[src/rtl/if_stage_pkg.sv]
// Shared pipeline constants for the fetch stage and its consumers.
package if_stage_pkg;

  localparam int unsigned FS_TO_DS_BUS_W = 65;

  // Field offsets inside the IF->ID bus: {adef, pc, inst}
  localparam int unsigned ADEF_BIT = 64;
  localparam int unsigned PC_MSB   = 63;
  localparam int unsigned PC_LSB   = 32;
  localparam int unsigned INST_MSB = 31;
  localparam int unsigned INST_LSB = 0;

  // Instruction forced into the slot when the fetch address faulted
  localparam logic [31:0] PKG_NOP_INST = 32'h0340_0000;

  // Exception code reported downstream for an instruction-fetch address error
  localparam logic [5:0] ECODE_ADEF = 6'h08;

  typedef enum logic {
    FS_EMPTY = 1'b0,
    FS_FULL  = 1'b1
  } fs_state_e;

endpackage

[src/rtl/if_stage_perf_counter.sv]
// Free-running event counter: increments on en, wraps silently.
module perf_counter #(
  parameter int unsigned W = 32
) (
  input  logic         clk,
  input  logic         reset,
  input  logic         en,
  output logic [W-1:0] count
);

  logic [W-1:0] count_q;

  // Count enabled events; wrap modulo 2^W.
  always_ff @(posedge clk or posedge reset) begin
    if (reset) begin
      count_q <= '0;
    end else if (en) begin
      count_q <= count_q + W'(1);
    end
  end

  assign count = count_q;

endmodule

[src/rtl/if_stage.sv]
// Fetch stage: registers the pre-IF pc/inst pair into a single slot, hands it
// to ID over valid/allowin, back-pressures pre-IF and drops it on redirects.
module if_stage
  import if_stage_pkg::*;
#(
  parameter logic [31:0] NOP_INST = PKG_NOP_INST,
  parameter int unsigned CNT_W    = 32
) (
  input  logic                      clk,
  input  logic                      reset,
  input  logic                      pf_valid,
  input  logic [31:0]               pf_pc,
  input  logic                      pf_excp_adef,
  input  logic [31:0]               inst_sram_rdata,
  input  logic                      br_taken_cancel,
  input  logic                      excp_flush,
  input  logic                      ertn_flush,
  input  logic                      ds_allowin,
  output logic                      stall,
  output logic                      fs_to_ds_valid,
  output logic [FS_TO_DS_BUS_W-1:0] fs_to_ds_bus,
  output logic [CNT_W-1:0]          fs_inst_cnt,
  output logic [CNT_W-1:0]          fs_flush_cnt
);

  fs_state_e   state;
  logic [31:0] fs_pc;
  logic [31:0] fs_inst;
  logic        fs_adef;

  logic fs_valid;
  logic flush;
  logic fs_allowin;
  logic fs_load;

  // Any redirect source kills the slot; simultaneous sources are one flush.
  assign flush      = br_taken_cancel | excp_flush | ertn_flush;
  assign fs_valid   = (state == FS_FULL);
  assign fs_allowin = !fs_valid | ds_allowin;
  assign fs_load    = fs_allowin & pf_valid & !flush;

  // Pre-IF holds its pc while we cannot accept, so the SRAM data stays aligned.
  assign stall          = !fs_allowin;
  assign fs_to_ds_valid = fs_valid & !flush;

  // Slot state and payload; flush wins over load and hand-off.
  always_ff @(posedge clk or posedge reset) begin
    if (reset) begin
      state   <= FS_EMPTY;
      fs_pc   <= '0;
      fs_inst <= '0;
      fs_adef <= 1'b0;
    end else begin
      if (flush) begin
        state <= FS_EMPTY;
      end else if (fs_load) begin
        state   <= FS_FULL;
        fs_pc   <= pf_pc;
        fs_adef <= pf_excp_adef;
        fs_inst <= pf_excp_adef ? NOP_INST : inst_sram_rdata;
      end else if (fs_valid && ds_allowin) begin
        state <= FS_EMPTY;
      end
    end
  end

  // Assemble the IF->ID payload from the slot registers.
  always_comb begin
    fs_to_ds_bus                   = '0;
    fs_to_ds_bus[ADEF_BIT]         = fs_adef;
    fs_to_ds_bus[PC_MSB:PC_LSB]    = fs_pc;
    fs_to_ds_bus[INST_MSB:INST_LSB] = fs_inst;
  end

  perf_counter #(
    .W (CNT_W)
  ) u_inst_cnt (
    .clk   (clk),
    .reset (reset),
    .en    (fs_to_ds_valid & ds_allowin),
    .count (fs_inst_cnt)
  );

  perf_counter #(
    .W (CNT_W)
  ) u_flush_cnt (
    .clk   (clk),
    .reset (reset),
    .en    (fs_valid & flush),
    .count (fs_flush_cnt)
  );

endmodule

[config.mk]
export PLATFORM = sky130hd
export DESIGN_NAME = if_stage
export DESIGN_NICKNAME = d
export VERILOG_FILES = /design/src/rtl/if_stage_pkg.sv /design/src/rtl/if_stage_perf_counter.sv /design/src/rtl/if_stage.sv
export SDC_FILE = /design/constraint.sdc
export NUM_CORES = 1
export LEC_CHECK = 0
export ABC_AREA = 1
export CELL_PAD_IN_SITES_DETAIL_PLACEMENT = 1
export CELL_PAD_IN_SITES_GLOBAL_PLACEMENT = 2
export CORE_MARGIN = 8
export CORE_UTILIZATION = 24
export DETAILED_ROUTE_END_ITERATION = 10
export PLACE_DENSITY_LB_ADDON = 0.1
export SETUP_SLACK_MARGIN = 0.15
export SYNTH_ARGS = -nofsm -noshare
export SYNTH_HDL_FRONTEND = slang
export SYNTH_HIERARCHICAL = 1
export SYNTH_SLANG_ARGS = --single-unit
[constraint.sdc]
create_clock -name clk -period 2.04 [get_ports clk]
set_clock_uncertainty 0.15 [all_clocks]
set_input_delay 0.306 -clock clk [delete_from_list [all_inputs] [get_ports clk]]
set_output_delay 0.306 -clock clk [all_outputs]
set_load 0.02 [all_outputs]
==> reports/metrics.cfg, run 1 <==
[yosys]
synth_top_flop_cell = sky130_fd_sc_hd__dfrtp_1
post-synth-top-area-fraction_pct = 50.7
yosys-top-cells-count = 251 x sky130_fd_sc_hd__nand2_1, 130 x sky130_fd_sc_hd__dfrtp_1, 92 x sky130_fd_sc_hd__inv_1
post-synth-top-area-cell = sky130_fd_sc_hd__dfrtp_1
synth-seq-cells = 130
synth.net_count = 852
netlist-cell-type-count = 27
post_synth.cell_area_avg_sq_um = 8.26
post_synth_instance_area_sq_mm = 0.00642
yosys_warnings = 6
synth.most_common_cell = sky130_fd_sc_hd__nand2_1
synth_seq_area_share_pct = 50.7
synth_async_sr_flop_share_pct = 100
post_synthesis_instance_total = 778
synth_top_cells_by_area = sky130_fd_sc_hd__dfrtp_1 51%, sky130_fd_sc_hd__nand2_1 15%, sky130_fd_sc_hd__nand3_1 6.9%
synth-edff-count = 0

[critical_path]
crit_path_end_kind = output pin
r2r_slack_ns = 0.32
timing.critical_path.max_delay_family = buffers and inverters
worst_path_arrival_time_ns = 1.39
cp.buffers_inverters = 1
cp-start-kind = flop
worst-r2r-cell-count = 8
critPathRequiredTime_ns = 1.58
path_max_fanout = 2
cp_num_cells = 1
worst-setup-path-type = reg -> out
sequence_of_cells_on_the_critical_path = clkdlybuf4s50_1
timing.critical_path.slowest_cell_delay_ns = 0.63
critical_path.slowest_cell = sky130_fd_sc_hd__clkdlybuf4s50_1

[power_and_ir_drop]
total_leakage_power_nw = 5.45
power.net_switching_mw = 2.28
overall_power_after_layout_mw = 7.71
proportion_of_power_drawn_by_the_clock_network_pct = 42.5
power_frac_comb_pct = 18.5
power.density_cell_area_mw_per_mm2 = 797
power.switching_fraction_pct = 29.6
vdd_drop_max_v = 0.000421
power.sequential.fraction_pct = 39.0
cell_internal_pwr_mw = 5.42

[routing]
finalWirelength_um = 22200
drtIter0Drc = 277
dr.pass1.iters = 4
wl_per_cell_um = 16.3
drt_drc_violations_left = 0
route.detailed.vias_per_inst = 4.20
antenna_left = 0
vias = 5720

[floorplanning]
fp.coreArea_sq_mm = 0.0267
die_y_um = 180
floorplan.io_pins = 203
die_area_sq_mm = 0.0323
die_span_in_x_um = 180
effective_utilization_at_floorplan_pct = 24.1
row_count = 60

[timing]
post-route-min-period_ns = 1.85
final-setup-viol-count = 0
achievable-frequency_mhz = 542
hold_ws_ns = 0.276
hold_violations = 0
final.setup.tns_ns = 0
relative_slew_slack_pct = 69.3
fin_crit_sh_pct = 90.5
grt_setup_unrepaired = false
timing_max_transition_violations_final = 0
tightest_slew_ns = 0.461

[cts]
cts.reportedPaths.clkPinSlew_ns = 0.06
cts_tree = built
cts_buffers = 17
clock_sink_count = 130
hold_buffers = 0
h-tree-depth = 4
clockBufferDepth = 2
clock_latency_reported_for_the_late_side_of_the_worst_skew_pair_ns = 0.42
cell_at_the_root_of_the_clock_tree = sky130_fd_sc_hd__clkbuf_16

[global_route]
global_route.usage.met2_pct = 23.4
global_route_wire_length_before_repair_um = 36500
global_route.usage.total_pct = 14.2
global_route.peak_usage_layer = met2
first_global_vias = 6205
groute.layer.met3.usage_pct = 4.27
grt_util_met1_pct = 18.1
grt_overflow_total = 0
antenna_found_initial = 0
grt_max_degree = 67

[finish]
postLayoutCoreUtil_pct = 36.3
n_antenna_cell = 0
area_growth_syn_to_layout_pct = 50.6
filler_cell_count = 3133
drive_gt1_share_pct = 12.3
net_count_reported_at_finish = 1083
number_of_cells_in_the_finished_layout_apart_from_fillers = 1363

[min_path]
min-delay-path-class = in -> reg
worstHoldPathCells = 5

[placed_design]
place.detailed.instances = 1323
routabilityCongestion = 0.708
post-dp-hpwl_um = 16000
io_buffers = 202

[outcome]
status = complete, no violations

[run]
max-cap-violations = 0

routing by layer:
metal  part of all wire (%)  wire length (um)
met1                     45             10100
met2                     48             10700
met3                    5.7              1270
met4                   0.78               172
met5                      0                 0
worst paths after layout:
kind | to | from
max in group asynchronous | fs_inst[12] | reset
setup reg to reg | u_inst_cnt/count[14] | fs_valid
hold / removal | fs_valid | ertn_flush
hold reg to reg | fs_inst[5] | fs_inst[5]
setup / recovery | fs_to_ds_bus[49] | fs_pc[17]
min in group asynchronous | u_inst_cnt/count[1] | reset
cell families after synthesis:
kind of cell,share of synthesized area [%]
buffers and inverters,8.34
AO/OA/AOI/OAI,0.214
multiplexers,0.351
flip-flops,50.7
XOR/XNOR,5.73
AND/OR/NAND/NOR,34.3
adder cells (fa/ha/maj),0.390
metrics by stage:
| step | area, sq um | worst slack (ns) |
|---|---|---|
| floorplan | 6480 | 0.0894 |
| global placement | 9010 | -0.538 |
| detailed placement | 9010 | -0.564 |
| CTS | 9570 | 0.00477 |
| global route | 9670 | 0.151 |
| finish | 9670 | 0.194 |
repair_timing:
| action | 4_1_cts | 5_1_grt |
|---|---|---|
| setup endpoints to repair | 177 | 49 |
| gates cloned | 2 | 0 |
| resized for setup | 100 | 37 |
| setup buffers | 2 | 4 |
| pin swaps | 7 | 9 |
sequential cells by signal, summed over array words and instances (netlist names):
name / cells
fs_inst: 32
fs_pc: 32
u_flush_cnt/count: 32
u_inst_cnt/count: 32
fs_adef: 1
fs_valid: 1
power by group through the flow:
| stage | combinational (mW) | sequential [mW] | clock (mW) |
|---|---|---|---|
| finish | 1.43 | 3.01 | 3.27 |
| global route | 1.56 | 3.05 | 3.49 |
| CTS | 1.49 | 3.01 | 3.40 |
| detailed placement | 1.58 | 3.07 | 0 |
| global placement | 1.57 | 3.06 | 0 |
| floorplan | 0.374 | 3.37 | 0 |
cell usage in the layout, fill, tap and decap left out, types with 15 or more instances in the layout:
master	instances
sky130_fd_sc_hd__dlygate4sd2_1	92
sky130_fd_sc_hd__buf_4	29
sky130_fd_sc_hd__clkbuf_16	17
sky130_fd_sc_hd__dlymetal6s2s_1	30
sky130_fd_sc_hd__clkdlybuf4s50_1	77
sky130_fd_sc_hd__nor2_4	16
sky130_fd_sc_hd__inv_1	86
sky130_fd_sc_hd__nand4_1	24
sky130_fd_sc_hd__nand2_1	247
sky130_fd_sc_hd__xor2_1	28
sky130_fd_sc_hd__nand3_1	89
sky130_fd_sc_hd__nand2_2	15
sky130_fd_sc_hd__nor2_1	70
sky130_fd_sc_hd__dfrtp_1	128
layout make-up:
cell class / instances / area (sq um) / share of cell area (%)
flip-flops and latches: 130 / 3260 / 33.7
multi-input cells: 532 / 2720 / 28.1
repair buffers: 235 / 2280 / 23.6
clock buffers: 18 / 439 / 4.54
well taps: 341 / 427 / 4.41
inverters: 93 / 373 / 3.86
clock inverters: 14 / 178 / 1.84
No activity file was read; power rests on OpenSTA's default activity.
==> run 2: changes to the inputs <==
--- a/config.mk
+++ b/config.mk
@@ -6,12 +6,11 @@
 export NUM_CORES = 1
 export LEC_CHECK = 0
 export ABC_AREA = 1
-export CELL_PAD_IN_SITES_DETAIL_PLACEMENT = 1
-export CELL_PAD_IN_SITES_GLOBAL_PLACEMENT = 2
 export CORE_MARGIN = 8
-export CORE_UTILIZATION = 24
+export CORE_UTILIZATION = 42
 export DETAILED_ROUTE_END_ITERATION = 10
-export PLACE_DENSITY_LB_ADDON = 0.1
+export HOLD_SLACK_MARGIN = 0.1
+export PLACE_DENSITY = 0.76
 export SETUP_SLACK_MARGIN = 0.15
 export SYNTH_ARGS = -nofsm -noshare
 export SYNTH_HDL_FRONTEND = slang
==> reports/metrics.cfg, run 2 (synthesis results as in run 1) <==
[power_and_ir_drop]
overall_power_after_layout_mw = 7.87  ; +2.1%
power.density_cell_area_mw_per_mm2 = 829  ; +4.1%
vdd_drop_max_v = 0.000747  ; +78%
total_leakage_power_nw = 5.11  ; -6.2%

[cts]
clock_latency_reported_for_the_late_side_of_the_worst_skew_pair_ns = 0.41  ; about the same
cts_buffers = 17  ; unchanged
clock_sink_count = 130  ; unchanged
h-tree-depth = 4  ; unchanged
clockBufferDepth = 2  ; unchanged
cell_at_the_root_of_the_clock_tree = sky130_fd_sc_hd__clkbuf_16
cts.reportedPaths.clkPinSlew_ns = 0.06  ; about the same
cts_tree = built

[floorplanning]
die_span_in_x_um = 140  ; -22%
effective_utilization_at_floorplan_pct = 42.6  ; +18 points
floorplan.io_pins = 203  ; unchanged
die_area_sq_mm = 0.0195  ; -40%
row_count = 45  ; -25%
die_y_um = 140  ; -22%
fp.coreArea_sq_mm = 0.0151  ; -43%

[finish]
final_cell_mix = 247 x sky130_fd_sc_hd__nand2_1, 130 x sky130_fd_sc_hd__dfrtp_1, 124 x sky130_fd_sc_hd__clkdlybuf4s50_1, 89 x sky130_fd_sc_hd__nand3_1, 86 x sky130_fd_sc_hd__inv_1
layout_commonest_cell = sky130_fd_sc_hd__nand2_1
n_antenna_cell = 0  ; unchanged
drive_gt1_share_pct = 11.7  ; -0.65 points
net_count_reported_at_finish = 1080  ; -0.28%
number_of_cells_in_the_finished_layout_apart_from_fillers = 1207  ; -11%
area_growth_syn_to_layout_pct = 47.7

[global_route]
grt_overflow_total = 0  ; unchanged
grt_util_met1_pct = 22.5  ; +4.4 points
groute.layer.met3.usage_pct = 5.44  ; +1.2 points
global_route.peak_usage_layer = met2
first_global_vias = 5560  ; -10%
grt_max_degree = 46  ; -31%
global_route.usage.total_pct = 18.6  ; +4.4 points
global_route_wire_length_before_repair_um = 29300  ; -20%
global_route.usage.met2_pct = 32.1  ; +8.8 points
antenna_found_initial = 0  ; unchanged

[routing]
vias = 5685  ; -0.61%
antenna_left = 0  ; unchanged
route.detailed.vias_per_inst = 4.71  ; +12%
wl_per_cell_um = 15.1  ; -7.1%
dr.pass1.iters = 5  ; +1
drt_drc_violations_left = 0  ; unchanged
drtIter0Drc = 350  ; +26%
finalWirelength_um = 18300  ; -18%

[placed_design]
place.detailed.instances = 1170  ; -12%
routabilityCongestion = 0.859  ; +21%
post-dp-hpwl_um = 13100  ; -18%
place_worst_setup_slack_ns = -0.575  ; -0.0110 ns
io_buffers = 202  ; unchanged

[timing]
relative_slew_slack_pct = 68.4  ; -0.89 points
final-setup-viol-count = 0  ; unchanged
timing_max_transition_violations_final = 0  ; unchanged
fin_crit_sh_pct = 91.0  ; +0.52 points
post-route-min-period_ns = 1.86  ; +0.0106 ns
postLayoutSetupSlackWorst_ns = 0.184  ; -0.0106 ns
achievable-frequency_mhz = 539  ; -0.57%
tightest_slew_ns = 0.474  ; +0.0134 ns
grt_setup_unrepaired = false
hold_violations = 0  ; unchanged
hold_ws_ns = 0.125  ; -0.151 ns

[critical_path]
endpoint_of_the_lowest_slack_register_to_register_path = u_inst_cnt/count[26]
r2r_slack_ns = 0.33  ; about the same
crit_path_end_kind = output pin
path_max_fanout = 2  ; unchanged
cp-start-kind = flop
crit-reg2reg-launch = fs_valid
critical_path.slowest_cell = sky130_fd_sc_hd__clkdlybuf4s50_1
sequence_of_cells_on_the_critical_path = clkdlybuf4s50_1
cp.buffers_inverters = 1  ; unchanged
worst-r2r-cell-count = 9  ; +1
critPathRequiredTime_ns = 1.58  ; about the same
cp_num_cells = 1  ; unchanged
timing.critical_path.max_delay_family = buffers and inverters
worst-setup-path-type = reg -> out
crit_path_start = fs_pc[29]
cp-endpoint = fs_to_ds_bus[61]
worst_path_arrival_time_ns = 1.40  ; about the same
timing.critical_path.slowest_cell_delay_ns = 0.63  ; about the same

[run]
max-cap-violations = 0  ; unchanged

[min_path]
min-delay-path-class = in -> async

[outcome]
status = complete, no violations

## run 2: cell type report
type | count | area [sq um]
tap | 188 | 235
timing repair buffer | 232 | 2250
inverter | 93 | 373
sequential | 130 | 3250
multi-input combinational | 532 | 2720
clock inverter | 12 | 203
fill | 1330 | 5600
clock buffer | 20 | 457
## run 2: how the worst min path moves through the flow
stage,startpoint,end,slack [ns],cells after the start
after global routing,reset,fs_inst[15],0.14,2
after global placement,fs_pc[30],fs_pc[30],0.30,2
after CTS,reset,fs_inst[11],0.12,2
final,reset,fs_inst[19],0.12,2
after detailed placement,fs_inst[30],fs_inst[30],0.31,2
after floorplan,reset,u_flush_cnt/count[0],0.27,1
## run 2: where the power goes
part / internal [mW] / total (mW) / switching, mW
sequential: 2.84 / 3.01 / 0.169
combinational: 0.683 / 1.47 / 0.785
clock: 2.24 / 3.39 / 1.15
## run 2: repair_timing
item                                    in CTS  in global routing
resized for setup                           69                 22
pin swaps                                    4                  9
hold buffers                                 0                  1
hold endpoints to repair                     0                  1
gates cloned                                 1                  1
endpoints found under the setup margin     180                 33
setup buffers                                2                  0
## run 2: layer usage
layer | wire (um) | share of wire [%]
met5 | 0 | 0
met4 | 138 | 0.76
met3 | 953 | 5.2
met2 | 9270 | 51
met1 | 7900 | 43
## run 2: through the flow
step	cell area, sq um	utilization [%]	TNS (ns)
floorplan	6480	-	0
global placement	8820	58.5	-48.56
detailed placement	8820	58.5	-50.62
CTS	9420	62.4	0
global route	9490	62.9	0
finish	9490	62.9	0
==> run 3: changes to the inputs <==
--- a/config.mk
+++ b/config.mk
@@ -8,6 +8,7 @@
 export ABC_AREA = 1
 export CORE_MARGIN = 8
 export CORE_UTILIZATION = 42
+export CTS_CLUSTER_SIZE = 16
 export DETAILED_ROUTE_END_ITERATION = 10
 export HOLD_SLACK_MARGIN = 0.1
 export PLACE_DENSITY = 0.76
==> results of run 3 <==
The final DEF is identical to that of run 2; final timing and power are the same.
